===== src/rtl/rps_rgb_arbiter.sv =====
// N-channel debounced button race: first channel to reach its press
// threshold locks and drives its colour on the registered RGB outputs.
module rps_rgb_arbiter #(
    parameter int                     N_CH        = 3,
    parameter int                     DEB_CYCLES  = 1000,
    parameter int                     CNT_W       = 4,
    parameter logic [N_CH*CNT_W-1:0]  THRESH      = {4'd1, 4'd1, 4'd3},
    parameter logic [N_CH*3-1:0]      COLOUR      = {3'b110, 3'b101, 3'b011},
    parameter logic [2:0]             IDLE_RGB    = 3'b000,
    parameter int                     HOLD_CYCLES = 0
) (
    input  logic            clk,
    input  logic            rst_n,
    input  logic [N_CH-1:0] btn_n,
    input  logic            clr,
    output logic            led_r,
    output logic            led_g,
    output logic            led_b,
    output logic            win_valid,
    output logic [2:0]      win_idx
);

    localparam int DW = $clog2(DEB_CYCLES + 1);
    localparam int HW = (HOLD_CYCLES > 0) ? $clog2(HOLD_CYCLES + 1) : 1;
    localparam logic [DW-1:0] DEB_LAST  = DW'(DEB_CYCLES - 1);
    localparam logic [HW-1:0] HOLD_LAST = HW'(HOLD_CYCLES - 1);

    typedef enum logic {
        S_IDLE,
        S_LOCKED
    } state_t;

    logic [N_CH-1:0]  r_s1;
    logic [N_CH-1:0]  r_s2;
    logic [N_CH-1:0]  r_stable;
    logic [N_CH-1:0]  r_stab_d;
    logic [N_CH-1:0]  r_press;
    logic [DW-1:0]    r_deb [N_CH];

    logic [CNT_W-1:0] r_cnt [N_CH];
    logic [HW-1:0]    r_hold;
    state_t           r_state;
    logic [2:0]       r_rgb;
    logic             r_valid;
    logic [2:0]       r_idx;

    logic [CNT_W-1:0] w_thr [N_CH];
    logic [2:0]       w_col [N_CH];
    logic [N_CH-1:0]  w_hit;
    logic             w_any;
    logic [2:0]       w_sel;
    logic [2:0]       w_sel_rgb;

    for (genvar g = 0; g < N_CH; g++) begin : g_tab
        assign w_thr[g] = THRESH[g*CNT_W +: CNT_W];
        assign w_col[g] = COLOUR[g*3 +: 3];
        assign w_hit[g] = r_press[g] &&
            (({1'b0, r_cnt[g]} + (CNT_W+1)'(1)) >= {1'b0, w_thr[g]});
    end

    always_ff @(posedge clk or negedge rst_n) begin
        if (!rst_n) begin
            r_s1 <= '1;
            r_s2 <= '1;
        end else begin
            r_s1 <= btn_n;
            r_s2 <= r_s1;
        end
    end

    // Stable level flips only after DEB_CYCLES consecutive differing samples
    always_ff @(posedge clk or negedge rst_n) begin
        if (!rst_n) begin
            r_stable <= '1;
            r_stab_d <= '1;
            r_press  <= '0;
            for (int i = 0; i < N_CH; i++) begin
                r_deb[i] <= '0;
            end
        end else begin
            r_stab_d <= r_stable;
            r_press  <= r_stab_d & ~r_stable;
            for (int i = 0; i < N_CH; i++) begin
                if (r_s2[i] == r_stable[i]) begin
                    r_deb[i] <= '0;
                end else if (r_deb[i] == DEB_LAST) begin
                    r_stable[i] <= r_s2[i];
                    r_deb[i]    <= '0;
                end else begin
                    r_deb[i] <= r_deb[i] + DW'(1);
                end
            end
        end
    end

    // Later (higher) indices override, so the highest qualifying channel wins
    always_comb begin
        w_any     = 1'b0;
        w_sel     = '0;
        w_sel_rgb = IDLE_RGB;
        for (int i = 0; i < N_CH; i++) begin
            if (w_hit[i]) begin
                w_any     = 1'b1;
                w_sel     = 3'(i);
                w_sel_rgb = w_col[i];
            end
        end
    end

    always_ff @(posedge clk or negedge rst_n) begin
        if (!rst_n) begin
            r_state <= S_IDLE;
            r_rgb   <= IDLE_RGB;
            r_valid <= 1'b0;
            r_idx   <= '0;
            r_hold  <= '0;
            for (int i = 0; i < N_CH; i++) begin
                r_cnt[i] <= '0;
            end
        end else if (clr) begin
            r_state <= S_IDLE;
            r_rgb   <= IDLE_RGB;
            r_valid <= 1'b0;
            r_idx   <= '0;
            r_hold  <= '0;
            for (int i = 0; i < N_CH; i++) begin
                r_cnt[i] <= '0;
            end
        end else begin
            unique case (r_state)
                S_IDLE: begin
                    for (int i = 0; i < N_CH; i++) begin
                        if (r_press[i] && (r_cnt[i] < w_thr[i])) begin
                            r_cnt[i] <= r_cnt[i] + CNT_W'(1);
                        end
                    end
                    if (w_any) begin
                        r_state <= S_LOCKED;
                        r_rgb   <= w_sel_rgb;
                        r_valid <= 1'b1;
                        r_idx   <= w_sel;
                        r_hold  <= '0;
                    end
                end
                S_LOCKED: begin
                    if (HOLD_CYCLES > 0) begin
                        if (r_hold == HOLD_LAST) begin
                            r_state <= S_IDLE;
                            r_rgb   <= IDLE_RGB;
                            r_valid <= 1'b0;
                            r_idx   <= '0;
                            r_hold  <= '0;
                            for (int i = 0; i < N_CH; i++) begin
                                r_cnt[i] <= '0;
                            end
                        end else begin
                            r_hold <= r_hold + HW'(1);
                        end
                    end
                end
                default: begin
                    r_state <= S_IDLE;
                end
            endcase
        end
    end

    assign led_r     = r_rgb[2];
    assign led_g     = r_rgb[1];
    assign led_b     = r_rgb[0];
    assign win_valid = r_valid;
    assign win_idx   = r_idx;

endmodule


===== config.mk =====
export PLATFORM = sky130hd
export DESIGN_NAME = rps_rgb_arbiter
export DESIGN_NICKNAME = d
export VERILOG_FILES = /design/src/rtl/rps_rgb_arbiter.sv
export SDC_FILE = /design/constraint.sdc
export NUM_CORES = 1
export LEC_CHECK = 0
export BUFFER_PORTS_ARGS = -buffer_cell sky130_fd_sc_hd__buf_2
export CAP_MARGIN = 30
export CORE_ASPECT_RATIO = 1.25
export CORE_MARGIN = 1
export CORE_UTILIZATION = 55
export CTS_BUF_LIST = sky130_fd_sc_hd__clkbuf_8
export DETAILED_ROUTE_END_ITERATION = 8
export PLACE_DENSITY = 0.73
export SLEW_MARGIN = 20
export SYNTH_ARGS = -nofsm -noshare
export SYNTH_HDL_FRONTEND = slang
export SYNTH_SLANG_ARGS = --single-unit

===== constraint.sdc =====
create_clock -name clk -period 5.7 [get_ports clk]
set_clock_uncertainty 0.15 [all_clocks]
set_input_delay 0.855 -clock clk [delete_from_list [all_inputs] [get_ports clk]]
set_output_delay 0.855 -clock clk [all_outputs]
set_load 0.01 [all_outputs]

* After elaboration in Yosys (flattened, before gate mapping) *
Cells that the tools add are included.

storage, ports and cells
  word-level logic and storage cells = 92
  flip-flop bits (word level) = 65
  input port bits = 6
  output and inout bits = 7

operators by class
  add/subtract/negate cells = 9
  equal/unequal tests = 7
  bitwise logic cells = 5
  muxes and demuxes = 31
  magnitude comparators = 6
  reduce and logical (&&, ||, !) cells = 17

operators with widths
  cell                                                                                 count
  10-bit two-way mux                                                                   6
  10-bit by 1-bit adder with 10-bit output, second input constant                      3
  10-bit equality test, second input constant                                          3
  3-bit two-way mux                                                                    9
  12-bit two-way mux                                                                   2
  4-bit by 1-bit adder with 5-bit output, second input constant                        3
  2-bit AND reduction                                                                  7
  4-bit by 1-bit adder with 4-bit output, second input constant                        3
  4-bit two-way mux                                                                    3
  5-bit by 1-bit greater-or-equal comparator with 1-bit output, second input constant  2
  1-bit two-way mux                                                                    10
  4-bit by 1-bit < comparator with 1-bit output, second input constant                 2
  2-bit nonzero test                                                                   4
  1-bit logical AND                                                                    6
  5-bit by 2-bit greater-or-equal comparator with 1-bit output, second input constant  1
  4-bit by 2-bit < comparator with 1-bit output, second input constant                 1
  3-bit bitwise AND                                                                    1
  1-bit equality test                                                                  3
  1-bit NOT                                                                            3
  3-bit NOT                                                                            1
  2-bit two-way mux                                                                    1
  2-bit inequality test, second input constant                                         1

* Depth between registers and ports, before layout *
  depth in word-level cells = 9
  gate-level depth with buffers = 7
  gate-level depth less buffers = 7

* Worst setup path before layout *
No wires, ideal clock.

  path type = register -> register
  from = register r_cnt[0] (netlist bit)
  to = register r_state
  setup time = 0.136 ns
  required time = 5.414 ns
  clock period less this slack = 2.018 ns
  slack = 3.682 ns
  buffers on the path = 0
  data arrival time = 1.731 ns
  cell stages (with the launch flop) = 8
  path through = dfrtp_1 > inv_1 > ha_1 > or4b_4 > a2bb2oi_4 > a21boi_2 > and2_1 > a21oi_1

on the way
  longest elaborated chain between the ends = 7

ends and longest elaborated chain
  item                                                          line  text
  start: declaration                                            40    logic [CNT_W-1:0] r_cnt [N_CH];
  start signal: indexed assignment                              134   r_cnt[i] <= r_cnt[i] + CNT_W'(1);
  4-bit by 1-bit adder with 5-bit output                        58    (({1'b0, r_cnt[g]} + (CNT_W+1)'(1)) >= {1'b0, w_thr[g]});
  5-bit by 1-bit greater-or-equal comparator with 1-bit output  58
  1-bit logical AND                                             57    assign w_hit[g] = r_press[g] &&
  1-bit two-way mux                                             102   if (w_hit[i]) begin
  1-bit two-way mux                                             137   if (w_any) begin
  1-bit two-way mux                                             130   unique case (r_state)
  1-bit two-way mux                                             120   end else if (clr) begin
  end signal: assignment                                        112   r_state <= S_IDLE;
  end signal: assignment                                        121   r_state <= S_IDLE;
  end signal: assignment                                        138   r_state <= S_LOCKED;
  end: declaration                                              42    state_t r_state;

Every way passes these cells.
A chain may end at the register's enable or synchronous reset.

* Final worst setup path *
Ends and elaborated chain as after synthesis.

==> results by group <==
GRT
  • GR Overflow Total: 0
  • Largest net degree at the start of global routing: 65
  • Total track usage: 0.199
  • First-pass GRT wire length: 7.96 mm
  • Antenna violations before repair: 0
  • Number of global-route vias before repair: roughly 1800

Floorplan
  • I/O pins: 13
  • Die Y: roughly 82 µm
  • Die width: around 66 µm
  • Initial Util: 0.585
  • DIE AREA: ~0.0055 mm²
  • Num rows: 28
  • Core ar.: 0.00487 mm²

Clocking
  • Worst-path clk slew: around 0.07 ns
  • CTS Buf Count: 9
  • CTS root buffer: clkbuf_8
  • Setup Fix Bufs, Post-CTS: 0
  • H-tree depth: 3
  • CTS tree: built
  • Max clock buf depth: 2
  • Worst-skew pair later-pin latency: about 0.34 ns
  • CTS Sinks: 64
  • CTS Hold Bufs: 0
  • Resize count post-CTS: 0

Logic synthesis
  • Post-Syn Area: 0.00285 mm²
  • Ys flop type: dfrtp_1
  • Share of the yosys chip area belonging to registers: 0.568
  • Mean Syn Cell Area: 11.1 µm²
  • Area leader, netlist: dfrtp_1
  • Synth area leaders: dfrtp_1, dfstp_2, xnor2_1
  • Cell variety after synth: 45
  • Synth top area share: 0.457
  • Count of flip-flops with a built-in enable after synthesis: 0
  • Synth warn: 0
  • Synthesis-stage register bit count: 64
  • Synth Net Count: between 200 and 300
  • Cell count after synthesis: 256
  • Asr flop ratio synth: 1.00

Worst setup path
  • Delay-heaviest family, CP: simple AND/OR/NAND/NOR gates
  • CP max stage cell: or4b_4
  • CP Cell Sequence: inv_1 -> ha_1 -> or4b_4 -> a2bb2oi_4 -> a21boi_2 -> and2_1 -> a21oi_1
  • CP Class: flop to flop
  • Worst Path Max Fanout: 4
  • WP buf/inv: 1
  • R2R setup slack: 3.55 ns
  • Worst R2R Start: r_cnt[0]
  • Worst endpoint data arrival time: 2.21 ns
  • Critical path capture point type: flop
  • Reg2reg path depth: 7
  • RR Endpoint: r_state
  • Max incr delay on CP: about 0.5 ns
  • Critical Path RT: 5.76 ns
  • Worst Setup Start Kind: flop

Drt
  • Pre-antenna DRT Iters: 4
  • Via-per-instance ratio: 5.27
  • Post-Route WL: 4.36 mm
  • Wirelength per Cell: 12.8 µm
  • Iter 0 DRT Violations: 116
  • Via count: about 1800
  • # DRC: 0
  • DRT antenna net count: 0

Cells and area
  • Share of layout cells above drive strength 1: 0.167
  • Fillers: just under 400
  • Nets@finish: 293
  • Storage element area: 0.00162 mm²
  • Multi-input logic area: ~0.0012 mm²
  • Area growth syn-to-layout: 11.8%
  • Most frequent cells in the layout: dfrtp_1, nor2_1, xnor2_1
  • Antenna Cells: 0
  • Commonest non-fill, non-tap cell in the layout: dfrtp_1

Hold path
  • Min-Delay Endpoint: r_s2[0]
  • Hold-critical path depth: 0
  • Hold Crit Start: r_s1[0]
  • Hold Crit Class: flop to flop

STA
  • Max Freq: 466 MHz
  • Unrepaired setup endpoints after global routing: no
  • Final setup TNS: 0 ns
  • Worst Max-Slew Pin Slew: 0.770 ns
  • Final min period: 2.15 ns
  • Final period utilization: 0.377
  • Final hold vios: 0
  • Final setup viols: 0
  • Max-slew violations: 0
  • Slew headroom: 0.486

Pwr
  • Overall Power: 0.908 mW
  • Leak pwr: 1.49 nW
  • PwrDens: around 290 mW/mm²
  • Max IR drop VDD: 0.000242 V

Place
  • GP Congestion: 0.761
  • Post-DP HPWL: around 2.9 mm
  • Port buffer count: 11

Flow run
  • Max-Cap Viols: 0

Status
  • Status: finished, final reports clean
-- cell type report --
cell class,instances,share of cell area
clock buffers,10,0.0433
inverters,13,0.0153
multi-input cells,176,0.366
well taps,60,0.0236
clock inverters,6,0.0240
repair buffers,12,0.0197
flip-flops and latches,64,0.508
-- where the power goes --
group	switching [mW]	internal [mW]
sequential	0.00498	0.463
clock	0.161	0.253
combinational	0.0188	0.00780
-- metrics by stage --
stage / util / cells / setup WS (ns) / area (µm²) / hold slack [ns]
6_report: 0.653 / 341 / 3.55 / 3180 / 0.205
5_1_grt: 0.653 / 341 / 3.47 / 3180 / 0.208
4_1_cts: 0.653 / 341 / 3.55 / 3180 / 0.206
3_5_place_dp: 0.609 / 325 / 3.56 / 2970 / 0.197
3_3_place_gp: 0.609 / 325 / 3.64 / 2970 / 0.196
2_1_floorplan: - / 256 / 3.68 / 2850 / 0.195
-- how the worst max path moves through the flow --
stage	start	endpoint	slack, ns	cells after the start
final	r_cnt[0]	r_state	3.55	7
after global routing	r_cnt[0]	r_state	3.47	7
after CTS	r_cnt[0]	r_state	3.55	7
after detailed placement	r_cnt[0]	r_state	3.56	7
after global placement	r_cnt[0]	r_state	3.64	7
after floorplan	r_cnt[0]	r_state	3.68	7
-- sequential cells by signal, indices dropped and copies added, names as in the netlist --
| name | cells |
|---|---|
| r_cnt | 12 |
| r_rgb | 3 |
| r_s1 | 3 |
| r_s2 | 3 |
| r_stab_d | 3 |
| win_idx | 2 |
| r_press | 3 |
| r_stable | 3 |
| r_state | 1 |
| win_valid | 1 |
| r_deb | 30 |
-- per-layer routing --
layer  part of all wire  up-vias  global-route usage  wire [µm]
met4              0.022        0               0.111         98
met2               0.49       22               0.322       2120
li1                   -      893                   -          -
met1               0.46      870               0.237       2020
met5                  0        -                   0          0
met3              0.028       11              0.0591        124
-- worst register-to-register path, cell delays in order, from the launching register on --
cell and delay (ns):
dfrtp_1 0.39, inv_1 0.08, ha_1 0.31, or4b_4 0.50, a2bb2oi_4 0.16, a21boi_2 0.18
and2_1 0.17, a21oi_1 0.08
-- Yosys cell counts (all sizes together), types with 2 or more instances --
cell and instances:
or4 2, mux2 3, a21oi 6, and2 3, and3 8, nand3 7, dfrtp 52, nand2 16
o21ai 6, nor2 46, ha 11, nor2b 7, xnor2 21, nor4b 2, nor3 5, dfstp 12
mux2i 3, nand4 2, buf 2, xor2 8, and3b 2, nand4b 2, inv 13
-- cell families (layout without fill, tap and decap cells) --
kind of cell	Yosys count	count (layout)	synth area share
adder cells (fa/ha/maj)	11	11	0.0484
buffers and inverters	16	41	0.0229
AND/OR/NAND/NOR	107	107	0.189
other	1	1	0.00132
XOR/XNOR	29	29	0.0892
AO/OA/AOI/OAI	22	22	0.0580
multiplexers	6	6	0.0237
flip-flops	64	64	0.568
Note: power is estimated with default switching activity, not from simulation.
